File: src/rtl/reg_ctx_engine.sv
`default_nettype none
// ============================================================================
// Module      : reg_ctx_engine
// Description : Context save/restore engine for the MicroUAZ8 core. Copies a
//               masked subset of the register bank to a packed data-memory
//               block (SAVE) or reloads it from that block (RESTORE).
// Revision    : 1.0 - initial release
// ============================================================================
module reg_ctx_engine #(
  parameter int NREG = 8,
  parameter int DW   = 8,
  parameter int AW   = 8
) (
  input  logic            Clk,
  input  logic            Rst,
  input  logic            Start,
  input  logic            Op,
  input  logic [AW-1:0]   Base,
  input  logic [NREG-1:0] Mask,
  output logic            Busy,
  output logic            Done,
  output logic [5:0]      SelR,
  output logic            RW,
  output logic [DW-1:0]   DWo,
  input  logic [DW-1:0]   Rx,
  output logic [AW-1:0]   Mem_Addr,
  output logic            Mem_WE,
  output logic [DW-1:0]   Mem_DO,
  input  logic [DW-1:0]   Mem_DI
);

  localparam int c_IDX_W = (NREG > 1) ? $clog2(NREG) : 1;

  typedef enum logic [2:0] {
    S_IDLE   = 3'd0,
    S_SAVE   = 3'd1,
    S_RD_REQ = 3'd2,
    S_RD_WR  = 3'd3,
    S_DONE   = 3'd4
  } state_t;

  state_t              r_state;
  state_t              w_next;
  logic [NREG-1:0]     r_pending;
  logic [NREG-1:0]     w_pending_nxt;
  logic [NREG-1:0]     w_cleared;
  logic [AW-1:0]       r_ptr;
  logic [AW-1:0]       w_ptr_nxt;
  logic [c_IDX_W-1:0]  w_idx;

  // Lowest set bit of the pending mask picks the register handled this cycle;
  // scanning downwards lets the lowest index overwrite higher ones.
  always_comb begin
    w_idx = '0;
    for (int i = NREG - 1; i >= 0; i--) begin
      if (r_pending[i]) w_idx = c_IDX_W'(i);
    end
  end

  assign w_cleared = r_pending & ~(NREG'(1) << w_idx);

  // State, pending mask and memory pointer; reset aborts any command at once.
  always_ff @(posedge Clk or posedge Rst) begin
    if (Rst) begin
      r_state   <= S_IDLE;
      r_pending <= '0;
      r_ptr     <= '0;
    end else begin
      r_state   <= w_next;
      r_pending <= w_pending_nxt;
      r_ptr     <= w_ptr_nxt;
    end
  end

  // Next-state and Moore outputs; every output idles at its reset value.
  always_comb begin
    w_next        = r_state;
    w_pending_nxt = r_pending;
    w_ptr_nxt     = r_ptr;
    Busy          = 1'b0;
    Done          = 1'b0;
    SelR          = '0;
    RW            = 1'b0;
    DWo           = '0;
    Mem_Addr      = '0;
    Mem_WE        = 1'b0;
    Mem_DO        = '0;
    case (r_state)
      S_IDLE: begin
        if (Start) begin
          w_pending_nxt = Mask;
          w_ptr_nxt     = Base;
          if (Mask == '0) w_next = S_DONE;
          else            w_next = Op ? S_RD_REQ : S_SAVE;
        end
      end
      S_SAVE: begin
        Busy          = 1'b1;
        SelR          = 6'(w_idx);
        Mem_Addr      = r_ptr;
        Mem_DO        = Rx;
        Mem_WE        = 1'b1;
        w_pending_nxt = w_cleared;
        w_ptr_nxt     = r_ptr + AW'(1);
        if (w_cleared == '0) w_next = S_DONE;
      end
      S_RD_REQ: begin
        // Present the address; synchronous memory returns data next cycle.
        Busy     = 1'b1;
        Mem_Addr = r_ptr;
        w_next   = S_RD_WR;
      end
      S_RD_WR: begin
        Busy          = 1'b1;
        SelR          = 6'(w_idx);
        DWo           = Mem_DI;
        RW            = 1'b1;
        w_pending_nxt = w_cleared;
        w_ptr_nxt     = r_ptr + AW'(1);
        w_next        = (w_cleared != '0) ? S_RD_REQ : S_DONE;
      end
      S_DONE: begin
        Busy   = 1'b1;
        Done   = 1'b1;
        w_next = S_IDLE;
      end
      default: w_next = S_IDLE;
    endcase
  end

endmodule
`default_nettype wire

File: config.mk
export PLATFORM = sky130hd
export DESIGN_NAME = reg_ctx_engine
export DESIGN_NICKNAME = d
export VERILOG_FILES = /design/src/rtl/reg_ctx_engine.sv
export SDC_FILE = /design/constraint.sdc
export NUM_CORES = 1
export LEC_CHECK = 0
export CAP_MARGIN = 10
export CORE_MARGIN = 1
export CORE_UTILIZATION = 43
export DETAILED_ROUTE_END_ITERATION = 7
export PLACE_DENSITY = 0.85
export SYNTH_ARGS = -nofsm -noshare
export SYNTH_HDL_FRONTEND = slang
export SYNTH_SLANG_ARGS = --single-unit
File: constraint.sdc
create_clock -name Clk -period 4 [get_ports Clk]
set_input_delay 0.8 -clock Clk [delete_from_list [all_inputs] [get_ports Clk]]
set_output_delay 0.8 -clock Clk [all_outputs]
set_load 0.02 [all_outputs]
### After elaboration in Yosys (flattened, before gate mapping)

Index checks and enable logic that the tools add are counted.

* $add $sub $neg: 1
* equality and inequality tests: 6
* shift-type cells: 1
* mux-type cells: 26
* bitwise operators: 2
* reductions and logical operators: 10

Operators with widths (count)
* $mux 8: 5
* $mux 3: 13
* $pmux 8 s2: 2
* $logic_not 8->1: 2
* $pmux 3 s4: 1
* $add 8x1->8 const B: 1
* $and 8x8->8: 1
* $not 8->8: 1
* $reduce_bool 8->1: 1
* $shl 1x3->8 const A: 1
* $eq 3x2->1 const B: 2
* $mux 1: 4
* $ne 2x2->1 const B: 2
* $reduce_and 2->1: 2
* $reduce_or 2->1: 2
* $reduce_or 4->1: 1
* $eq 3x1->1 const B: 1
* $eq 3x3->1 const B: 1
* $logic_not 3->1: 1
* $mux 2: 1
* $reduce_bool 2->1: 1

* register bits: 19
* output and inout bits: 34

### Depth between registers and ports, before layout

* depth in word-level cells: 14
* mapped depth: 6

### Worst setup path before layout

OpenSTA, ideal clock, no wires.

* path type: reg2out
* start point: register r_pending[0]
* end point: output SelR[2]
* arrival time: 1.652 ns
* data required time: 3.200 ns
* setup slack: 1.548 ns
* cell stages (with the launch flop): 5
* path buffers: 2
* path through: dfrtp_1 buf_6 or4_4 buf_6 nor3_1

* word-level cells in the longest chain between the ends: 2

Ends and longest elaborated chain
* start, declared: RTL line 44 `logic [NREG-1:0] r_pending;`
* start signal, assigned: RTL line 70 `r_pending <= w_pending_nxt;`
* $mux 3: RTL line 56 `if (r_pending[i]) w_idx = c_IDX_W'(i);`
* $mux 3: RTL line 88 `case (r_state)`
* end, declared: RTL line 22 `output logic [5:0] SelR,`

No other way between the ends.

### Worst setup path after layout

* start point: register r_state[2]
* end point: output Mem_DO[1]

* word-level cells in the longest chain between the ends: 2

Ends and longest elaborated chain
* start, declared: RTL line 42 `state_t r_state;`
* start signal, assigned: RTL line 69 `r_state <= w_next;`
* $eq 3x1->1: RTL line 88
* $mux 8: RTL line 88
* end, declared: RTL line 28 `output logic [DW-1:0] Mem_DO,`

No other way between the ends.

==> flow_metrics.env <==
export IMPL_overflow=0
export IMPL_cts_htree_levels=1
export IMPL_grtUsageTotal_pct=22.9
export IMPL_timing_clock_skew_ps=6.49
export IMPL_dp_hpwl_um=2900
export IMPL_run_status="complete, no violations"
export IMPL_chipWidth_um=59.3
export IMPL_first_global_vias=1448
export IMPL_slew_headroom_pct=49.3
export IMPL_placement_io_buffers=66
export IMPL_setup_viol_count_final=0
export IMPL_drive_gt1_share_pct=3.39
export IMPL_route_vias_total=1567
export IMPL_grt_start_max_net_pins=23
export IMPL_worstHoldPathType="flop to flop"
export IMPL_detailedRoute_firstIterationViolations=63
export IMPL_antenna_found_initial=0
export IMPL_cts_made_buffers=3
export IMPL_nets=274
export IMPL_globalplace_congestion=0.866
export IMPL_drv_max_cap_violation_count=0
export IMPL_cts_resized=0
export IMPL_synth_warnings=0
export IMPL_power_leakage_nw=0.848
export IMPL_required_ps=3200
export IMPL_report_final_slew_viol_count=0
export IMPL_design_die_area_mm2=0.00352
export IMPL_route_final_wire_length_um=3860
export IMPL_clockRootBuffer="clkbuf_4"
export IMPL_timing_setup_tns_ps=0
export IMPL_first_pass_iters=4
export IMPL_worstPathArrival_ps=2480
export IMPL_post_drt_wl_per_cell_um=13.8
export IMPL_syn_avg_cell_area_um2=7.89
export IMPL_syn_area_mm2=0.00141
export IMPL_max_vdd_ir_drop_mv=0.420
export IMPL_syn_inst=179
export IMPL_detailed_place_area_mm2=0.00206
export IMPL_final_design_area_no_fill_mm2=0.00208
export IMPL_detail_route_drc_violations=0
export IMPL_fp_row_count=20
export IMPL_startpoint_type="flop"
export IMPL_worstMarginPinSlew_ps=760
export IMPL_worstSkewPairLatency_ps=300
export IMPL_rsz_0062_raised_after_global_routing="no"
export IMPL_final_antenna_net_count=0
export IMPL_min_period_ps=3280
export IMPL_synth_ff_latch_count=19
export IMPL_area_growth_syn_to_layout_pct=47.5
export IMPL_critical_path_endpoint_type="output pin"
export IMPL_clk_pin_slew_worst_paths_ps=110
export IMPL_worst_setup_path_type="flop to output pin"
export IMPL_clkSinkCount=19
export IMPL_finalCritPeriodShare_pct=82.1
export IMPL_max_clock_freq_mhz=305
export IMPL_clock_tree_from_tritoncts="built"
export IMPL_ctsHoldBuffers=0
export IMPL_io_pins=70
export IMPL_wire_length_of_the_first_global_routing_pass_um=6160
export IMPL_power_per_cell_area_mw_per_mm2=855
export IMPL_report_final_hold_viol_count=0
export IMPL_critPathMaxFanout=15
export IMPL_antenna_cells_inserted=0
export IMPL_cts_post_setup_buffers_inserted=0
export IMPL_synth_yosys_seq_area_share_pct=33.7
export IMPL_initial_utilization_pct=45.9
export IMPL_final_util_pct=67.7
export IMPL_chipHeight_um=59.3
export IMPL_coreArea_mm2=0.00308
export IMPL_viasPerCell=5.60
export IMPL_synth_cell_types=37
export IMPL_cts_max_path_buffers=2
[state kept, by name (all words and copies together) (netlist names)]
signal and cells:
r_ptr 8, r_pending 8, r_state 3
[layer usage]
metal  up-vias  track usage, %  part of all wire, %
li1        759               -                    -
met1       729            28.9                   43
met2        73            39.0                   48
met3         6            3.93                  8.6
met4         0            8.50                  1.1
met5         -               0                    0
[cells in the final DEF (no fill, tap or decap), types with 2 or more instances in the layout]
| cell type | n |
|---|---|
| and2_1 | 16 |
| nor4_1 | 5 |
| a22o_1 | 7 |
| inv_1 | 4 |
| a31oi_1 | 2 |
| o21bai_1 | 3 |
| clkdlybuf4s50_1 | 66 |
| a21oi_1 | 12 |
| o22ai_1 | 2 |
| and3_1 | 8 |
| a22oi_1 | 2 |
| o21ai_0 | 13 |
| nor3_1 | 10 |
| clkbuf_4 | 3 |
| nand3_1 | 6 |
| nand2_1 | 17 |
| nor2b_1 | 5 |
| or3_1 | 2 |
| o21a_1 | 2 |
| a211oi_1 | 3 |
| conb_1 | 3 |
| nor2_1 | 11 |
| dfrtp_1 | 19 |
[synthesized netlist by cell type]
master / number / area [um2]
a211oi_1: 3 / 22.5
or4_4: 1 / 11.3
o2bb2ai_1: 1 / 8.76
nor3_1: 10 / 50.1
nor2b_1: 5 / 31.3
or3_2: 1 / 7.51
ha_1: 1 / 12.5
or3_1: 2 / 12.5
o21ai_0: 13 / 65.1
o22ai_1: 2 / 12.5
o21ba_2: 1 / 10.0
nor2_1: 11 / 41.3
buf_4: 3 / 22.5
nor4_1: 5 / 31.3
nand4_1: 1 / 6.26
and3_1: 8 / 50.1
conb_1: 1 / 3.75
o32ai_1: 1 / 8.76
inv_1: 4 / 15.0
a21oi_1: 12 / 60.1
buf_6: 2 / 22.5
a2111oi_4: 1 / 27.5
a2111oi_0: 1 / 8.76
nand3_1: 6 / 30.0
maj3_1: 1 / 10.0
o21bai_1: 3 / 22.5
nand2b_1: 1 / 6.26
xnor2_1: 1 / 8.76
and2_1: 16 / 100
a22oi_1: 2 / 15.0
dfrtp_1: 19 / 475
clkbuf_1: 11 / 41.3
a22o_1: 7 / 61.3
a31oi_1: 2 / 12.5
o21a_1: 2 / 15.0
nand2_1: 17 / 63.8
a31o_1: 1 / 8.76
[where the power goes]
| group | leakage (nW) | internal (W) | total, W | switching (W) |
|---|---|---|---|---|
| registers | 0.228 | 0.000289 | 0.000457 | 0.000169 |
| clock network | 0.0150 | 0.0000389 | 0.0000990 | 0.0000601 |
| logic | 0.604 | 0.000570 | 0.00122 | 0.000654 |
| total | 0.848 | 0.000898 | 0.00178 | 0.000883 |
[per-stage QoR]
stage | hold slack, ps | instances | worst slack, ps | power [W]
2_1_floorplan | 470 | 181 | 1550 | 0.00126
3_3_place_gp | 493 | 276 | 1160 | 0.00165
3_5_place_dp | 512 | 276 | 1050 | 0.00167
4_1_cts | 536 | 280 | 707 | 0.00178
5_1_grt | 546 | 280 | 520 | 0.00193
6_report | 537 | 280 | 717 | 0.00178
[worst max-delay path, cell delays in order, from the launching register on]
cell and delay [ps]:
dfrtp_1 510, nand2b_1 430, nor2_1 430, and2_1 200, clkdlybuf4s50_1 610
[cell families after synthesis]
family,count (synthesis),share of synthesized area [%]
simple gates,84,31.3
other cells,1,0.265
flops,19,33.7
fa+ha+maj,2,1.59
xor+xnor,1,0.620
compound gates,52,25.4
buf+inv,20,7.17
[area by class of cell]
cell class / instances / area (um2)
clock buffer: 4 / 26.3
fill: 285 / 995
sequential: 19 / 475
inverter: 4 / 15.0
multi-input combinational: 142 / 843
tap: 44 / 55.1
timing repair buffer: 67 / 668
[worst paths after layout]
| check | startpoint | to | slack (ps) | cells past startpoint |
|---|---|---|---|---|
| worst max-delay path | r_state[2] | Mem_DO[1] | 720 | 4 |
| worst min-delay path | r_ptr[7] | r_ptr[7] | 540 | 1 |
| worst max register to register | r_state[0] | r_pending[6] | 2000 | 4 |
| worst min register to register | r_ptr[7] | r_ptr[7] | 540 | 1 |
| max in group asynchronous | Rst | r_state[0] | 2600 | 2 |
| min in group asynchronous | Rst | r_ptr[5] | 920 | 2 |
Power figures use the tool's default switching activity.
